`src/rtl/melody_pkg.sv`:
```
// Shared constants for the buzzer melody player: note codes, tone half-periods, FSM states, melody ROM.
package melody_pkg;

  localparam int unsigned MELODY_MAX = 21;
  localparam int unsigned HP_W       = 17;

  // FSM state encodings
  localparam logic [1:0] ST_IDLE = 2'd0;
  localparam logic [1:0] ST_NOTE = 2'd1;
  localparam logic [1:0] ST_GAP  = 2'd2;

  // Note codes
  localparam logic [3:0] N_SIL    = 4'd0;
  localparam logic [3:0] N_DO     = 4'd1;
  localparam logic [3:0] N_DOS    = 4'd2;
  localparam logic [3:0] N_RE     = 4'd3;
  localparam logic [3:0] N_RES    = 4'd4;
  localparam logic [3:0] N_MI     = 4'd5;
  localparam logic [3:0] N_FAS    = 4'd6;
  localparam logic [3:0] N_SOL    = 4'd7;
  localparam logic [3:0] N_LA     = 4'd8;
  localparam logic [3:0] N_LAS    = 4'd9;
  localparam logic [3:0] N_SI     = 4'd10;
  localparam logic [3:0] N_DO_HI  = 4'd11;
  localparam logic [3:0] N_RES_HI = 4'd12;
  localparam logic [3:0] N_MI_HI  = 4'd13;

  // Half-periods in 50 MHz cycles, equal temperament around LA = 440 Hz
  localparam logic [HP_W-1:0] NOTE_HP [16] = '{
    17'd0,     17'd95556, 17'd90193, 17'd85131,
    17'd80353, 17'd75843, 17'd67569, 17'd63776,
    17'd56818, 17'd53629, 17'd50619, 17'd47778,
    17'd40177, 17'd37922, 17'd0,     17'd0
  };

  // End-of-cook tune: {code, duration in units}; step 1 is a one-unit rest
  function automatic logic [7:0] melody_rom(input logic [4:0] idx);
    logic [7:0] e;
    case (idx)
      5'd0:    e = {N_LA,     4'd3};
      5'd1:    e = {N_SIL,    4'd0};
      5'd2:    e = {N_MI_HI,  4'd2};
      5'd3:    e = {N_DO_HI,  4'd2};
      5'd4:    e = {N_LA,     4'd2};
      5'd5:    e = {N_SOL,    4'd2};
      5'd6:    e = {N_FAS,    4'd2};
      5'd7:    e = {N_MI,     4'd4};
      5'd8:    e = {N_SOL,    4'd2};
      5'd9:    e = {N_LA,     4'd2};
      5'd10:   e = {N_SI,     4'd2};
      5'd11:   e = {N_DO_HI,  4'd4};
      5'd12:   e = {N_RES_HI, 4'd2};
      5'd13:   e = {N_LAS,    4'd2};
      5'd14:   e = {N_RE,     4'd2};
      5'd15:   e = {N_RES,    4'd2};
      5'd16:   e = {N_DO,     4'd2};
      5'd17:   e = {N_DOS,    4'd2};
      5'd18:   e = {N_MI,     4'd2};
      5'd19:   e = {N_MI_HI,  4'd2};
      5'd20:   e = {N_LA,     4'd6};
      default: e = {N_SIL,    4'd1};
    endcase
    return e;
  endfunction

  function automatic logic [3:0] rom_code(input logic [4:0] idx);
    logic [7:0] e;
    e = melody_rom(idx);
    return e[7:4];
  endfunction

  function automatic logic [3:0] rom_dur(input logic [4:0] idx);
    logic [7:0] e;
    e = melody_rom(idx);
    return e[3:0];
  endfunction

endpackage

```
`src/rtl/melody_sequencer_tone_divider.sv`:
```
// Square-wave generator: toggles tone every half_period cycles while enabled, cleared otherwise.
module tone_divider #(
  parameter int unsigned DIV_W = 17
) (
  input  logic             clk,
  input  logic             rst,
  input  logic             en,
  input  logic [DIV_W-1:0] half_period,
  output logic             tone
);

  logic [DIV_W-1:0] r_cnt;
  logic             r_tone;

  // Divider count and tone toggle; disable holds both cleared
  always_ff @(posedge clk) begin
    if (rst || !en) begin
      r_cnt  <= '0;
      r_tone <= 1'b0;
    end else if (r_cnt >= half_period - DIV_W'(1)) begin
      r_cnt  <= '0;
      r_tone <= ~r_tone;
    end else begin
      r_cnt  <= r_cnt + DIV_W'(1);
    end
  end

  assign tone = r_tone;

endmodule

```
`src/rtl/melody_sequencer.sv`:
```
// Buzzer melody player: walks the melody ROM note by note with optional gaps, one-shot or looping.
module melody_sequencer
  import melody_pkg::*;
#(
  parameter  int unsigned NUM_STEPS   = 21,
  parameter  int unsigned UNIT_CYCLES = 2500000,
  parameter  int unsigned GAP_UNITS   = 1,
  parameter  int unsigned HP_SHIFT    = 0,
  parameter  int unsigned DIV_W       = 17,
  localparam int unsigned SW          = (NUM_STEPS > 1) ? $clog2(NUM_STEPS) : 1
) (
  input  logic          clk,
  input  logic          rst,
  input  logic          start,
  input  logic          stop,
  input  logic          loop,
  output logic          busy,
  output logic          done,
  output logic [SW-1:0] step_idx,
  output logic [3:0]    note_code,
  output logic          tone
);

  localparam int unsigned UW = (UNIT_CYCLES > 1) ? $clog2(UNIT_CYCLES) : 1;
  localparam int unsigned CW = 16;

  logic [1:0]       r_state, w_nxt_state;
  logic [SW-1:0]    r_step, w_nxt_step;
  logic [UW-1:0]    r_unit_cnt, w_nxt_unit;
  logic [CW-1:0]    r_dur_cnt, w_nxt_dur;
  logic             r_loop, w_nxt_loop;
  logic             w_nxt_done, w_enter;
  logic             r_busy, r_done;
  logic [3:0]       r_note;
  logic [3:0]       w_cur_code, w_cur_dur;
  logic [CW-1:0]    w_units;
  logic             w_unit_tick, w_phase_end, w_last;
  logic             w_div_en, w_tone;
  logic [DIV_W-1:0] w_hp_trunc, w_half_period;

  assign w_cur_code  = rom_code(5'(r_step));
  assign w_cur_dur   = rom_dur(5'(r_step));
  assign w_units     = (r_state == ST_NOTE) ?
                       ((w_cur_dur == 4'd0) ? CW'(1) : CW'(w_cur_dur)) : CW'(GAP_UNITS);
  assign w_unit_tick = (r_unit_cnt == UW'(UNIT_CYCLES - 1));
  assign w_phase_end = w_unit_tick && (r_dur_cnt == w_units - CW'(1));
  assign w_last      = (r_step == SW'(NUM_STEPS - 1));

  // Next-state, step and timing counters; stop beats start, start beats sequencing
  always_comb begin
    w_nxt_state = r_state;
    w_nxt_step  = r_step;
    w_nxt_loop  = r_loop;
    w_nxt_done  = 1'b0;
    w_enter     = 1'b0;
    w_nxt_unit  = w_unit_tick ? '0 : r_unit_cnt + UW'(1);
    w_nxt_dur   = w_unit_tick ? r_dur_cnt + CW'(1) : r_dur_cnt;
    case (r_state)
      ST_NOTE, ST_GAP: begin
        if (w_phase_end) begin
          w_nxt_unit = '0;
          w_nxt_dur  = '0;
          if (r_state == ST_NOTE && GAP_UNITS > 0) begin
            w_nxt_state = ST_GAP;
          end else if (!w_last) begin
            w_nxt_state = ST_NOTE;
            w_nxt_step  = r_step + SW'(1);
            w_enter     = 1'b1;
          end else if (r_loop) begin
            w_nxt_state = ST_NOTE;
            w_nxt_step  = '0;
            w_enter     = 1'b1;
          end else begin
            w_nxt_state = ST_IDLE;
            w_nxt_step  = '0;
            w_nxt_done  = 1'b1;
          end
        end
      end
      default: begin
        w_nxt_state = ST_IDLE;
        w_nxt_step  = '0;
        w_nxt_unit  = '0;
        w_nxt_dur   = '0;
      end
    endcase
    if (stop) begin
      w_nxt_state = ST_IDLE;
      w_nxt_step  = '0;
      w_nxt_unit  = '0;
      w_nxt_dur   = '0;
      w_nxt_done  = 1'b0;
      w_enter     = 1'b0;
    end else if (start) begin
      w_nxt_state = ST_NOTE;
      w_nxt_step  = '0;
      w_nxt_loop  = loop;
      w_nxt_unit  = '0;
      w_nxt_dur   = '0;
      w_nxt_done  = 1'b0;
      w_enter     = 1'b1;
    end
  end

  // State and counter registers
  always_ff @(posedge clk) begin
    if (rst) begin
      r_state    <= ST_IDLE;
      r_step     <= '0;
      r_unit_cnt <= '0;
      r_dur_cnt  <= '0;
      r_loop     <= 1'b0;
    end else begin
      r_state    <= w_nxt_state;
      r_step     <= w_nxt_step;
      r_unit_cnt <= w_nxt_unit;
      r_dur_cnt  <= w_nxt_dur;
      r_loop     <= w_nxt_loop;
    end
  end

  // Registered status outputs, aligned with the state they describe
  always_ff @(posedge clk) begin
    if (rst) begin
      r_busy <= 1'b0;
      r_done <= 1'b0;
      r_note <= '0;
    end else begin
      r_busy <= (w_nxt_state != ST_IDLE);
      r_done <= w_nxt_done;
      r_note <= (w_nxt_state == ST_NOTE) ? rom_code(5'(w_nxt_step)) : 4'd0;
    end
  end

  // Divider runs only while staying in a sounding note, so each note starts cleared and low
  assign w_div_en      = (w_nxt_state == ST_NOTE) && !w_enter && (w_cur_code != N_SIL);
  assign w_hp_trunc    = DIV_W'(NOTE_HP[w_cur_code] >> HP_SHIFT);
  assign w_half_period = (w_hp_trunc == '0) ? DIV_W'(1) : w_hp_trunc;

  tone_divider #(.DIV_W(DIV_W)) u_tone_divider (
    .clk         (clk),
    .rst         (rst),
    .en          (w_div_en),
    .half_period (w_half_period),
    .tone        (w_tone)
  );

  assign busy      = r_busy;
  assign done      = r_done;
  assign step_idx  = r_step;
  assign note_code = r_note;
  assign tone      = w_tone;

endmodule

```
`config.mk`:
```
export PLATFORM = sky130hd
export DESIGN_NAME = melody_sequencer
export DESIGN_NICKNAME = d
export VERILOG_FILES = /design/src/rtl/melody_pkg.sv /design/src/rtl/melody_sequencer_tone_divider.sv /design/src/rtl/melody_sequencer.sv
export SDC_FILE = /design/constraint.sdc
export NUM_CORES = 1
export LEC_CHECK = 0
export BUFFER_PORTS_ARGS = -buffer_cell sky130_fd_sc_hd__buf_2
export CAP_MARGIN = 20
export CORE_ASPECT_RATIO = 0.5
export CORE_UTILIZATION = 63
export DETAILED_ROUTE_END_ITERATION = 10
export GPL_TIMING_DRIVEN = 0
export PLACE_DENSITY = 0.81
export SLEW_MARGIN = 20
export SYNTH_ARGS = -nofsm -noshare
export SYNTH_HDL_FRONTEND = slang
export SYNTH_SLANG_ARGS = --single-unit
```
`constraint.sdc`:
```
create_clock -name clk -period 4.8 [get_ports clk]
set_input_delay 1.44 -clock clk [delete_from_list [all_inputs] [get_ports clk]]
set_output_delay 1.44 -clock clk [all_outputs]
set_load 0.02 [all_outputs]
```
==> results of run 1 <==
## layout by cell type (no fill, tap or decap), types with 3 or more instances in the layout
master / synthesis / layout
xnor2_1: 22 / 22
o211ai_1: 9 / 9
nor4_1: 5 / 5
a21oi_1: 27 / 27
a211oi_1: 7 / 7
nand3_1: 32 / 32
nand4_1: 9 / 9
dfxtp_1: 77 / 75
a21o_1: 5 / 5
or2_2: 6 / 6
nor3b_1: 12 / 12
a31oi_1: 9 / 7
and3_1: 7 / 7
clkbuf_16: 0 / 9
a221oi_1: 3 / 3
mux2i_1: 10 / 10
ha_1: 45 / 43
nor3_1: 22 / 21
nor2b_1: 6 / 6
nor3_2: 10 / 11
nand2_1: 55 / 54
o31ai_1: 3 / 3
or3_1: 11 / 11
nand3b_1: 3 / 3
o22ai_1: 3 / 3
and4_1: 4 / 4
xor2_1: 36 / 36
buf_2: 4 / 18
nor2_1: 72 / 70
nand2b_1: 11 / 11
clkbuf_1: 19 / 15
inv_1: 23 / 23
o21ai_0: 17 / 15
or4_1: 4 / 4
clkbuf_2: 0 / 3
## flip-flops by register name, summed over array words and instances (netlist names)
| name | cells |
|---|---|
| r_unit_cnt | 22 |
| u_tone_divider.r_cnt | 17 |
| r_dur_cnt | 16 |
| step_idx | 5 |
| note_code | 4 |
| w_cur_code | 4 |
| w_cur_dur | 3 |
| r_state | 2 |
| busy | 1 |
| done | 1 |
| r_loop | 1 |
| u_tone_divider.tone | 1 |
## layer usage
layer,part of all wire [%],routed length (µm),GRT usage [%],vias up
li1,-,-,-,2324
met1,49,5688,38.14,2133
met2,45,5288,47.16,140
met3,5.4,635,5.016,14
met4,0.70,82,7.040,0
met5,0,0,0,-
## layout make-up
class	count	share of cell area [%]
Multi-Input combinational cell	507	60.64
Buffer	23	2.013
Clock inverter	3	0.7577
Clock buffer	13	4.503
Tap cell	108	2.338
Timing Repair Buffer	16	1.429
Sequential cell	77	26.76
Inverter	24	1.559
## critical path: cells and delay by family, from the launching register on
family	cells	cell delay [ns]
AO/OA/AOI/OAI	2	0.30
buffers and inverters	5	0.68
multiplexers	1	0.26
flip-flops	1	0.31
AND/OR/NAND/NOR	7	1.76
XOR/XNOR	1	0.13
adder cells (fa/ha/maj)	4	1.00
## worst paths after layout
path | start | endpoint | slack (ns) | depth (start not counted)
setup / recovery | r_state[1] | w_cur_code[1] | 0.22 | 20
hold / removal | r_unit_cnt[0] | r_unit_cnt[0] | 0.45 | 1
setup reg to reg | r_state[1] | w_cur_code[1] | 0.22 | 20
hold reg to reg | r_unit_cnt[0] | r_unit_cnt[0] | 0.45 | 1
## per-stage QoR
stage / utilization (%) / cell area [µm²] / setup TNS (ns) / hold slack [ns] / std cells
after detailed placement: 70.73 / 5413 / -4.591 / 0.4477 / 756
final: 75.52 / 5779 / 0 / 0.4530 / 771
after global routing: 75.52 / 5779 / -0.08556 / 0.4826 / 771
after CTS: 74.89 / 5731 / 0 / 0.4575 / 772
after global placement: 70.73 / 5413 / -3.196 / 0.4359 / 756
after floorplan: - / 5202 / 0 / 0.4176 / 633
## power breakdown
| part | total (W) | switching (W) | internal, W |
|---|---|---|---|
| logic | 0.0000245 | 0.0000161 | 0.00000842 |
| registers | 0.000641 | 0.00000112 | 0.000640 |
| clock network | 0.000689 | 0.000258 | 0.000432 |
## cells by family (layout without fill, tap and decap cells)
kind of cell | count (synthesis) | after routing | share of synthesized area [%]
buffers and inverters | 49 | 79 | 3.920
adder cells (fa/ha/maj) | 45 | 45 | 10.82
AND/OR/NAND/NOR | 279 | 279 | 28.50
XOR/XNOR | 58 | 58 | 9.764
AO/OA/AOI/OAI | 113 | 113 | 14.96
multiplexers | 12 | 12 | 2.405
flip-flops | 77 | 77 | 29.63
## what timing repair did
| action | CTS | global route |
|---|---|---|
| setup endpoints to repair | 10 | 25 |
| gates resized for setup | 4 | 23 |
| setup buffers | 0 | 1 |
| cloned | 0 | 0 |
| endpoints found under the hold margin | 0 | 0 |
| pin swaps | 0 | 1 |
| hold buffers | 0 | 0 |
==> summary.md, run 1 <==
| Metric | Value |
|---|---|
| Status | finished clean |
| Pleak | 2.131 nW |
| GRT Residual Overflow | 0 |
| # setup viols final | 0 |
| Final wirelength | roughly 12 mm |
| Top-count cell post-synth | dfxtp_1 |
| Layout area overhead | 11.09% |
| CP required | 5.00 ns |
| Global-route wire length before repair | 19.43 mm |
| Post-synth top area cell | dfxtp_1 |
| Row count | 22 |
| GR Util All Layers | 28.38% |
| Residual DRC count | 0 |
| Max Slew Vio Count | 0 |
| Clock transition at the registers of the reported paths | 0.06 ns |
| CTS max path bufs | 2 |
| Crit path DAT | about 4.8 ns |
| Min Tclk post-route | 4.578 ns |
| Pin count of the biggest net entering global routing | 13 |
| Crit-path cells | inv_1 > ha_2 > inv_2 > nor3_1 > ha_1 > ha_1 > xor2_1 > nand2_1 > or4_1 > buf_2 > nor3_1 > clkbuf_4 > mux2i_1 > nand2_2 > nor2_4 > inv_1 > ha_1 > or3_1 > a21oi_1 > o22ai_1 |
| Area of the die | between 8000 and 9000 µm² |
| Antenna-violating nets left | 0 |
| Final Cycle Share | 95.38% |
| WL per Instance | 15.17 µm |
| YS warnings | 0 |
| Startpoint types | flip-flop |
| Detailed placement HPWL | 8.472 mm |
| Mapped Cells | 633 |
| Sequential-to-total area share from yosys stat | 29.63% |
| DR vias | 4611 |
| Register Area | between 1500 and 2000 µm² |
| Total CTS buffers | 9 |
| # fillers | 603 |
| Crit path kind | flip-flop to flip-flop |
| Design Power | 0.001355 W |
| Post-synth ARST share | 0% |
| Via density | 5.981 |
| Mapped Nets | 683 |
| Pwr per Cell Area | 234.5 nW/µm² |
| Post-synth cell types | 68 |
| Critical path endpoint category | flip-flop |
| Post-synth EDFFs | 0 |
| Later-pin clock latency in the skew report | 0.33 ns |
| Top post-synthesis cells by count | dfxtp_1, nor2_1, nand2_1, ha_1, xor2_1 |
| Worst hold path class | flip-flop to flip-flop |
| Max_cap viols | 0 |
| Crit-path slowest cell | or4_1 |
| CTS tree | built |
| Die X | 130.5 µm |
| Die Ht | 66.26 µm |
| Ranking of synthesized cells by area | dfxtp_1, ha_1, xor2_1 |
| Fin nets | between 700 and 800 |
| PortBufs | 15 |
| Pre-CTS setup slack | -0.4715 ns |
| Initial antenna violation count | 0 |
| DRT Pass-1 Iters | 5 |
| Worst path most repeated cell | ha_1 |
| DRT iter0 DRCs | 431 |
| CP Max Fanout | 10 |
| Main synth FF type | dfxtp_1 |
| Avg Cell Area, Syn | 8.219 µm² |
| Yosys reg bits | 77 |
| Clk_skew | 0.006941 ns |
| H-tree Lvls | 3 |
| Worst Max-Slew Pin Slew | 0.9097 ns |
| CP peak stage delay | 0.49 ns |
| Root Buffer | clkbuf_16 |
| Fmax | 218.4 MHz |
| Sink Count | 77 |
| Multi-input logic area | 3505 µm² |
| Area share of the largest cell type after synthesis | 29.63% |
| Final Wtd Congestion | 0.9521 |
| Final hold vios | 0 |
| Initial Util | 67.99% |
| Synth Cell Area | 5202 µm² |
| Share of layout cells above drive strength 1 | 12.52% |
| IO Pins | 17 |
| # diodes | 0 |
| Number of global-route vias before repair | around 4200 |
| Slew margin rel. | 38.80% |
| Peak VDD IR | approximately 0.22 mV |
| Worst setup margin | ~0.22 ns |
| Core area | ~7700 µm² |
Note: power is estimated with default switching activity, not from simulation.
==> run 2, diff against run 1 <==
--- a/config.mk
+++ b/config.mk
@@ -15,4 +15,5 @@
 export SLEW_MARGIN = 20
 export SYNTH_ARGS = -nofsm -noshare
 export SYNTH_HDL_FRONTEND = slang
+export SYNTH_HIERARCHICAL = 1
 export SYNTH_SLANG_ARGS = --single-unit
==> summary.md, run 2 <==
| Metric | Value |
|---|---|
| # setup viols final | 0 (unchanged) |
| Total CTS buffers | 9 (unchanged) |
| Fmax | 218.5 MHz (was 218.4 MHz) |
| Worst Max-Slew Pin Slew | 0.7239 ns (was 0.9097 ns) |
| Avg Cell Area, Syn | 8.204 µm² (was 8.219 µm²) |
| WL per Instance | 15.05 µm (was 15.17 µm) |
| CTS Hold Buffers Added | 0 (unchanged) |
| Final hold vios | 0 (unchanged) |
| CP required | 5.03 ns (was 5.00 ns) |
| Core area | 8058 µm² (was 7652 µm²) |
| Area share of the largest cell type after synthesis | 29.31% (was 29.63%) |
| Largest regs | r_unit_cnt: 22 flops, u_tone_divider/r_cnt: 17 flops, r_dur_cnt: 16 flops (was r_unit_cnt: 22 flops, u_tone_divider.r_cnt: 17 flops, r_dur_cnt: 16 flops) |
| Min Tclk post-route | 4.576 ns (was 4.578 ns) |
| DR vias | 4661 (was 4611) |
| Mapped Nets | 690 (was 683) |
| Die Ht | 66.61 µm (was 66.26 µm) |
| Die X | 131.2 µm (was 130.5 µm) |
| Buf+Inv Stages, Crit Path | 2 (was 5) |
| Synth Cell Area | 5259 µm² (was 5202 µm²) |
| CTS tree | built (unchanged) |
| Final Wtd Congestion | 0.9219 (was 0.9521) |
| Slew margin rel. | 51.29% (was 38.80%) |
| Root Buffer | clkbuf_16 (unchanged) |
| Post-synth ARST share | 0% (unchanged) |
| Post-synth cell types | 76 (was 68) |
| Antenna-violating nets left | 0 (unchanged) |
| Detailed placement HPWL | 8.576 mm (was 8.472 mm) |
| Pwr per Cell Area | 227.9 nW/µm² (was 234.5 nW/µm²) |
| Post-synth top area cell | dfxtp_1 (unchanged) |
| Area of the die | 8739 µm² (was 8647 µm²) |
| CTS max path bufs | 2 (unchanged) |
| PortBufs | 16 (was 15) |
| CP peak stage delay | 0.53 ns (was 0.49 ns) |
| IO Pins | 17 (unchanged) |
| Sequential-to-total area share from yosys stat | 29.31% (was 29.63%) |
| Initial Util | 65.26% (was 67.99%) |
| Critical path endpoint category | flip-flop (unchanged) |
| Residual DRC count | 0 (unchanged) |
| Ranking of synthesized cells by area | dfxtp_1, ha_1, nor2_1 (was dfxtp_1, ha_1, xor2_1) |
| Mapped Cells | 641 (was 633) |
| Crit path DAT | 4.81 ns (was 4.78 ns) |
| Top-count cell post-synth | nor2_1 (was dfxtp_1) |
| Final Core Density | 72.30% (was 75.52%) |
| Top post-synthesis cells by count | nor2_1, dfxtp_1, nand2_1, ha_1, xor2_1 (was dfxtp_1, nor2_1, nand2_1, ha_1, xor2_1) |
| Main synth FF type | dfxtp_1 (unchanged) |
| Final wirelength | 11.82 mm (was 11.69 mm) |
| Largest register FFs | 22 (unchanged) |
| Pin count of the biggest net entering global routing | 14 (was 13) |
| H-tree Lvls | 3 (unchanged) |
| Crit-path slowest cell | or4_4 (was or4_1) |
| Crit path kind | flip-flop to flip-flop (unchanged) |
| Yosys reg bits | 77 (unchanged) |
| GR Util All Layers | 27.98% (was 28.38%) |
| Initial antenna violation count | 0 (unchanged) |
| YS warnings | 6 (was 0) |
| # diodes | 0 (unchanged) |
| Max_cap viols | 0 (unchanged) |
| Row count | 23 (was 22) |
| Crit-path cells | inv_1 > ha_1 > or3_1 > a21oi_1 > a311oi_1 > or4_4 > or3_4 > or3_4 > and2_2 > ha_1 > and4_1 > nor4bb_2 > a221oi_2 > o211ai_1 > clkbuf_4 > nor2_1 (was inv_1 > ha_2 > inv_2 > nor3_1 > ha_1 > ha_1 > xor2_1 > nand2_1 > or4_1 > buf_2 > nor3_1 > clkbuf_4 > mux2i_1 > nand2_2 > nor2_4 > inv_1 > ha_1 > or3_1 > a21oi_1 > o22ai_1) |
| RSZ-0062 raised after global routing | false |
| Peak VDD IR | 0.2126 mV (was 0.2160 mV) |
| Most common cell after layout, fill and taps aside | nor2_1 (was dfxtp_1) |
| GRT Residual Overflow | 0 (unchanged) |
| Most frequent cells in the layout | nor2_1, dfxtp_1, nand2_1 (was dfxtp_1, nor2_1, nand2_1) |
| Layout area overhead | 10.78% (was 11.09%) |
| DRT iter0 DRCs | 357 (was 431) |
| WHS | 0.4591 ns (was 0.4530 ns) |
| Final Cycle Share | 95.34% (was 95.38%) |
| Pleak | 2.028 nW (was 2.131 nW) |
| Max Slew Vio Count | 0 (unchanged) |
| CP Max Fanout | 10 (unchanged) |
| Startpoint types | flip-flop (unchanged) |
| Largest reg by FF count | r_unit_cnt (unchanged) |
| Number of global-route vias before repair | 4077 (was 4190) |
| Share of layout cells above drive strength 1 | 12.63% (was 12.52%) |
| DRT Pass-1 Iters | 5 (unchanged) |
| Post-synth EDFFs | 0 (unchanged) |
| Clock transition at the registers of the reported paths | 0.06 ns (about the same) |
| Global-route wire length before repair | 19.42 mm (was 19.43 mm) |
| Via density | 5.938 (was 5.981) |
| Later-pin clock latency in the skew report | 0.34 ns (was 0.33 ns) |
| Sink Count | 77 (unchanged) |
| Design Power | 0.001328 W (was 0.001355 W) |
| Clk_skew | 0.007329 ns (was 0.006941 ns) |
| Status | finished clean (unchanged) |
| Fin nets | 717 (was 708) |
| Worst hold path class | flip-flop to flip-flop (unchanged) |
| Largest delay share family, worst path | simple AND/OR/NAND/NOR gates (unchanged) |
[run 2: changes by cell type after synthesis, sizes merged, moves of 7 or more]
cell / delta
o21ai: +11
nor3b: -11
and4: +7
or3: +8
xnor2: +9
nor3: -8
nor2: +11
nand2b: -7
[run 2: metal layers]
metal	part of all wire, %	global-route usage, %	vias to the layer above
met2	46	47.41	89
met5	0	0	-
li1	-	-	2342
met4	1.2	7.500	0
met3	3.9	6.317	18
met1	49	36.15	2212
[run 2: kinds of logic after synthesis]
family / count (synthesis) / synth area share [%]
xor gates and xnor gates: 63 / 10.49
DFF: 77 / 29.31
and+or+nand+nor: 291 / 30.05
muxes: 12 / 2.427
AOI/OAI and AO/OA: 108 / 13.35
buffers and inverters: 46 / 3.902
adders and majority gates: 44 / 10.47
[run 2: final timing paths]
check,end,slack [ns],cells after the start,from
max reg2reg,u_tone_divider/r_cnt[15],0.22,16,w_cur_code[1]
min reg2reg,r_unit_cnt[0],0.46,1,r_unit_cnt[0]
min,r_unit_cnt[0],0.46,1,r_unit_cnt[0]
max,u_tone_divider/r_cnt[15],0.22,16,w_cur_code[1]
[run 2: area by class of cell]
type,instances,area (µm²)
Timing Repair Buffer,17,87.58
Tap cell,112,140.1
Sequential cell,77,1541
Inverter,25,93.84
Multi-Input combinational cell,518,3552
Clock buffer,12,266.5
Buffer,20,112.6
Fill cell,665,2232
Clock inverter,4,31.28
[run 2: report_power, final]
part	total [W]	switching (W)	internal, W
registers	0.000642	0.00000113	0.000641
clock network	0.000662	0.000269	0.000393
logic	0.0000241	0.0000152	0.00000890
[run 2: repair_timing]
action | in CTS | in global routing
pin swaps | 1 | 0
resized for setup | 6 | 11
cloned | 0 | 0
buffers inserted | 1 | 0
endpoints found under the setup margin | 18 | 18
[run 2: per-stage QoR]
stage | instance area [µm²] | TNS [ns] | cells | setup slack [ns]
2_1_floorplan | 5259 | 0 | 641 | 0.3385
3_3_place_gp | 5479 | -7.072 | 769 | -0.5351
3_5_place_dp | 5479 | -8.501 | 769 | -0.6284
4_1_cts | 5796 | 0 | 786 | 0.01369
5_1_grt | 5826 | 0 | 785 | 0.01601
6_report | 5826 | 0 | 785 | 0.2236
==> run 3, diff against run 2 <==
--- a/config.mk
+++ b/config.mk
@@ -5,6 +5,7 @@
 export SDC_FILE = /design/constraint.sdc
 export NUM_CORES = 1
 export LEC_CHECK = 0
+export ABC_AREA = 1
 export BUFFER_PORTS_ARGS = -buffer_cell sky130_fd_sc_hd__buf_2
 export CAP_MARGIN = 20
 export CORE_ASPECT_RATIO = 0.5
==> summary.md, run 3 <==
| Metric | Value |
|---|---|
| Status | finished clean (unchanged) |
| Yosys reg bits | 77 (unchanged) |
| Peak VDD IR | 0.1673 mV (was 0.2126 mV) |
| Crit path DAT | 4.66 ns (was 4.81 ns) |
| Area share of the largest cell type after synthesis | 26.94% (was 29.31%) |
| Post-synth EDFFs | 0 (unchanged) |
| GRT Residual Overflow | 0 (unchanged) |
| YS warnings | 6 (unchanged) |
| Fin Setup TNS | 0 ns (unchanged) |
| Total CTS buffers | 9 (unchanged) |
| Slew margin rel. | 59.05% (was 51.29%) |
| Most common cell after layout, fill and taps aside | nand2_1 (was nor2_1) |
| IO Pins | 17 (unchanged) |
| CTS max path bufs | 2 (unchanged) |
| Later-pin clock latency in the skew report | 0.34 ns (about the same) |
| Hold_sp | r_unit_cnt[0] (unchanged) |
| Max_cap viols | 0 (unchanged) |
| Die Ht | 69.39 µm (was 66.61 µm) |
| Post-synth ARST share | 0% (unchanged) |
| Layout area overhead | 10.26% (was 10.78%) |
| CP required | 5.08 ns (was 5.03 ns) |
| Row count | 24 (was 23) |
| Post-synth top area cell | dfxtp_1 (unchanged) |
| Detailed placement HPWL | 9.440 mm (was 8.576 mm) |
| RSZ-0062 raised after global routing | false (unchanged) |
| Final wirelength | 12.29 mm (was 11.82 mm) |
| Crit Reg-Reg Startpoint | w_cur_code[1] (unchanged) |
| Worst hold path class | flip-flop to flip-flop (unchanged) |
| WHS | 0.4681 ns (was 0.4591 ns) |
| WL per Instance | 12.19 µm (was 15.05 µm) |
| Start point of the critical path | w_cur_code[1] (unchanged) |
| Via density | 5.380 (was 5.938) |
| CP Max Fanout | 10 (unchanged) |
| Most frequent cells in the layout | nand2_1, inv_1, nor2_1 (was nor2_1, dfxtp_1, nand2_1) |
| Largest reg by FF count | r_unit_cnt (unchanged) |
| Mapped Nets | 908 (was 690) |
| Initial antenna violation count | 0 (unchanged) |
| Main synth FF type | dfxtp_1 (unchanged) |
| Final Wtd Congestion | 0.8959 (was 0.9219) |
| Sequential-to-total area share from yosys stat | 26.94% (was 29.31%) |
| Worst Max-Slew Pin Slew | 0.6143 ns (was 0.7239 ns) |
| Crit path kind | flip-flop to flip-flop (unchanged) |
| DRT iter0 DRCs | 355 (was 357) |
| Final hold vios | 0 (unchanged) |
| Initial Util | 65.25% (was 65.26%) |
| Fin nets | 935 (was 717) |
| PortBufs | 16 (unchanged) |
| Largest register FFs | 22 (unchanged) |
| Mapped Cells | 859 (was 641) |
| Core area | 8768 µm² (was 8058 µm²) |
| Top post-synthesis cells by count | nand2_1, inv_1, nor2_1, dfxtp_1, nand3_1 (was nor2_1, dfxtp_1, nand2_1, ha_1, xor2_1) |
| Fmax | 228.5 MHz (was 218.5 MHz) |
| GR Util All Layers | 27.71% (was 27.98%) |
| Post-synth cell types | 46 (was 76) |
| # diodes | 0 (unchanged) |
| Clk_skew | 0.008786 ns (was 0.007329 ns) |
| Top-count cell post-synth | nand2_1 (was nor2_1) |
| Critical path endpoint category | flip-flop (unchanged) |
| Pin count of the biggest net entering global routing | 15 (was 14) |
| Avg Cell Area, Syn | 6.661 µm² (was 8.204 µm²) |
| Sink Count | 77 (unchanged) |
| Ranking of synthesized cells by area | dfxtp_1, nand2_1, ha_1 (was dfxtp_1, ha_1, nor2_1) |
| DR vias | 5423 (was 4661) |
| Root Buffer | clkbuf_16 (unchanged) |
| Pwr per Cell Area | 230.6 nW/µm² (was 227.9 nW/µm²) |
| Min Tclk post-route | 4.377 ns (was 4.576 ns) |
| H-tree Lvls | 3 (unchanged) |
| Area of the die | 9490 µm² (was 8739 µm²) |
| Residual DRC count | 0 (unchanged) |
| Pleak | 2.797 nW (was 2.028 nW) |
| Die X | 136.8 µm (was 131.2 µm) |
| # setup viols final | 0 (unchanged) |
| Worst setup margin | 0.4232 ns (was 0.2236 ns) |
| Largest regs | r_unit_cnt: 22 flops, u_tone_divider/r_cnt: 17 flops, r_dur_cnt: 16 flops (unchanged) |
| Startpoint types | flip-flop (unchanged) |
| Global-route wire length before repair | 21.16 mm (was 19.42 mm) |
| Pre-CTS setup slack | 0.2997 ns (was -0.6284 ns) |
| DRT Pass-1 Iters | 5 (unchanged) |
| Synth Cell Area | 5722 µm² (was 5259 µm²) |
| Max Slew Vio Count | 0 (unchanged) |
| Total setup buffers inserted after CTS | 0 (was 1) |
| Antenna-violating nets left | 0 (unchanged) |
| CTS Hold Buffers Added | 0 (unchanged) |
| Number of global-route vias before repair | 4898 (was 4077) |
| CTS tree | built (unchanged) |
| Share of layout cells above drive strength 1 | 12.46% (was 12.63%) |
| Clock transition at the registers of the reported paths | 0.06 ns (about the same) |
| Final Cycle Share | 91.18% (was 95.34%) |
[run 3: worst max-delay path, cell delays in order, from the launching register on]
cell	delay, ns
dfxtp_1	0.44
inv_1	0.13
ha_1	0.25
ha_1	0.28
o21ai_1	0.35
nor4_1	0.10
a41o_1	0.26
inv_1	0.14
ha_1	0.21
inv_1	0.05
nor2_1	0.18
nand2_1	0.12
nor3_2	0.22
nand2_1	0.13
xor2_1	0.18
ha_1	0.30
nand2_1	0.09
nor2_1	0.06
nand2_1	0.07
inv_1	0.05
nand2_1	0.06
nand2_1	0.05
nor2_2	0.16
nand3_4	0.14
buf_6	0.20
nor2_2	0.08
[run 3: logic make-up (layout without fill, tap and decap cells)]
family	after synthesis	in the layout	share of synthesized area, %
flops	77	77	26.94
fa+ha+maj	44	44	9.622
xor+xnor	30	30	4.592
compound gates	94	94	9.469
simple gates	472	472	39.86
buf+inv	142	174	9.512
[run 3: final cells by class]
class | count | area [µm²]
Timing Repair Buffer | 16 | 80.08
Tap cell | 117 | 146.4
Inverter | 133 | 499.2
Clock inverter | 6 | 118.9
Multi-Input combinational cell | 640 | 3649
Buffer | 9 | 45.04
Clock buffer | 10 | 229.0
Fill cell | 730 | 2460
Sequential cell | 77 | 1541
[run 3: stage by stage]
stage          total power (W)  instance area, µm²  utilization, %  std cells
2_1_floorplan        0.0006732                5722               -        859
3_3_place_gp         0.0006810                5948           67.84        992
3_5_place_dp         0.0006815                5948           67.84        992
4_1_cts               0.001471                6296           71.80       1008
5_1_grt               0.001496                6309           71.95       1008
6_report              0.001455                6309           71.95       1008
[run 3: path summary, 6_finish.rpt]
path | to | slack (ns) | depth (start not counted)
setup reg to reg | u_tone_divider/r_cnt[7] | 0.42 | 25
setup / recovery | u_tone_divider/r_cnt[7] | 0.42 | 25
hold / removal | r_unit_cnt[0] | 0.47 | 1
hold reg to reg | r_unit_cnt[0] | 0.47 | 1
[run 3: routing by layer]
layer / vias to the layer above / GRT usage [%] / wire [µm]
li1: 2823 / - / -
met1: 2464 / 32.77 / 5455
met2: 112 / 50.08 / 6064
met3: 24 / 5.848 / 568
met4: 0 / 8.303 / 204
met5: - / 0 / 0
[run 3: what timing repair did]
| item | 4_1_cts | 5_1_grt |
|---|---|---|
| hold endpoints to repair | 0 | 0 |
| gates resized for setup | 0 | 9 |
| endpoints found under the setup margin | 0 | 18 |
[run 3: power breakdown]
part	total (W)	switching [W]	internal [W]
combinational	0.0000257	0.0000184	0.00000721
sequential	0.000642	0.00000103	0.000641
clock	0.000787	0.000273	0.000514
total	0.00145	0.000293	0.00116
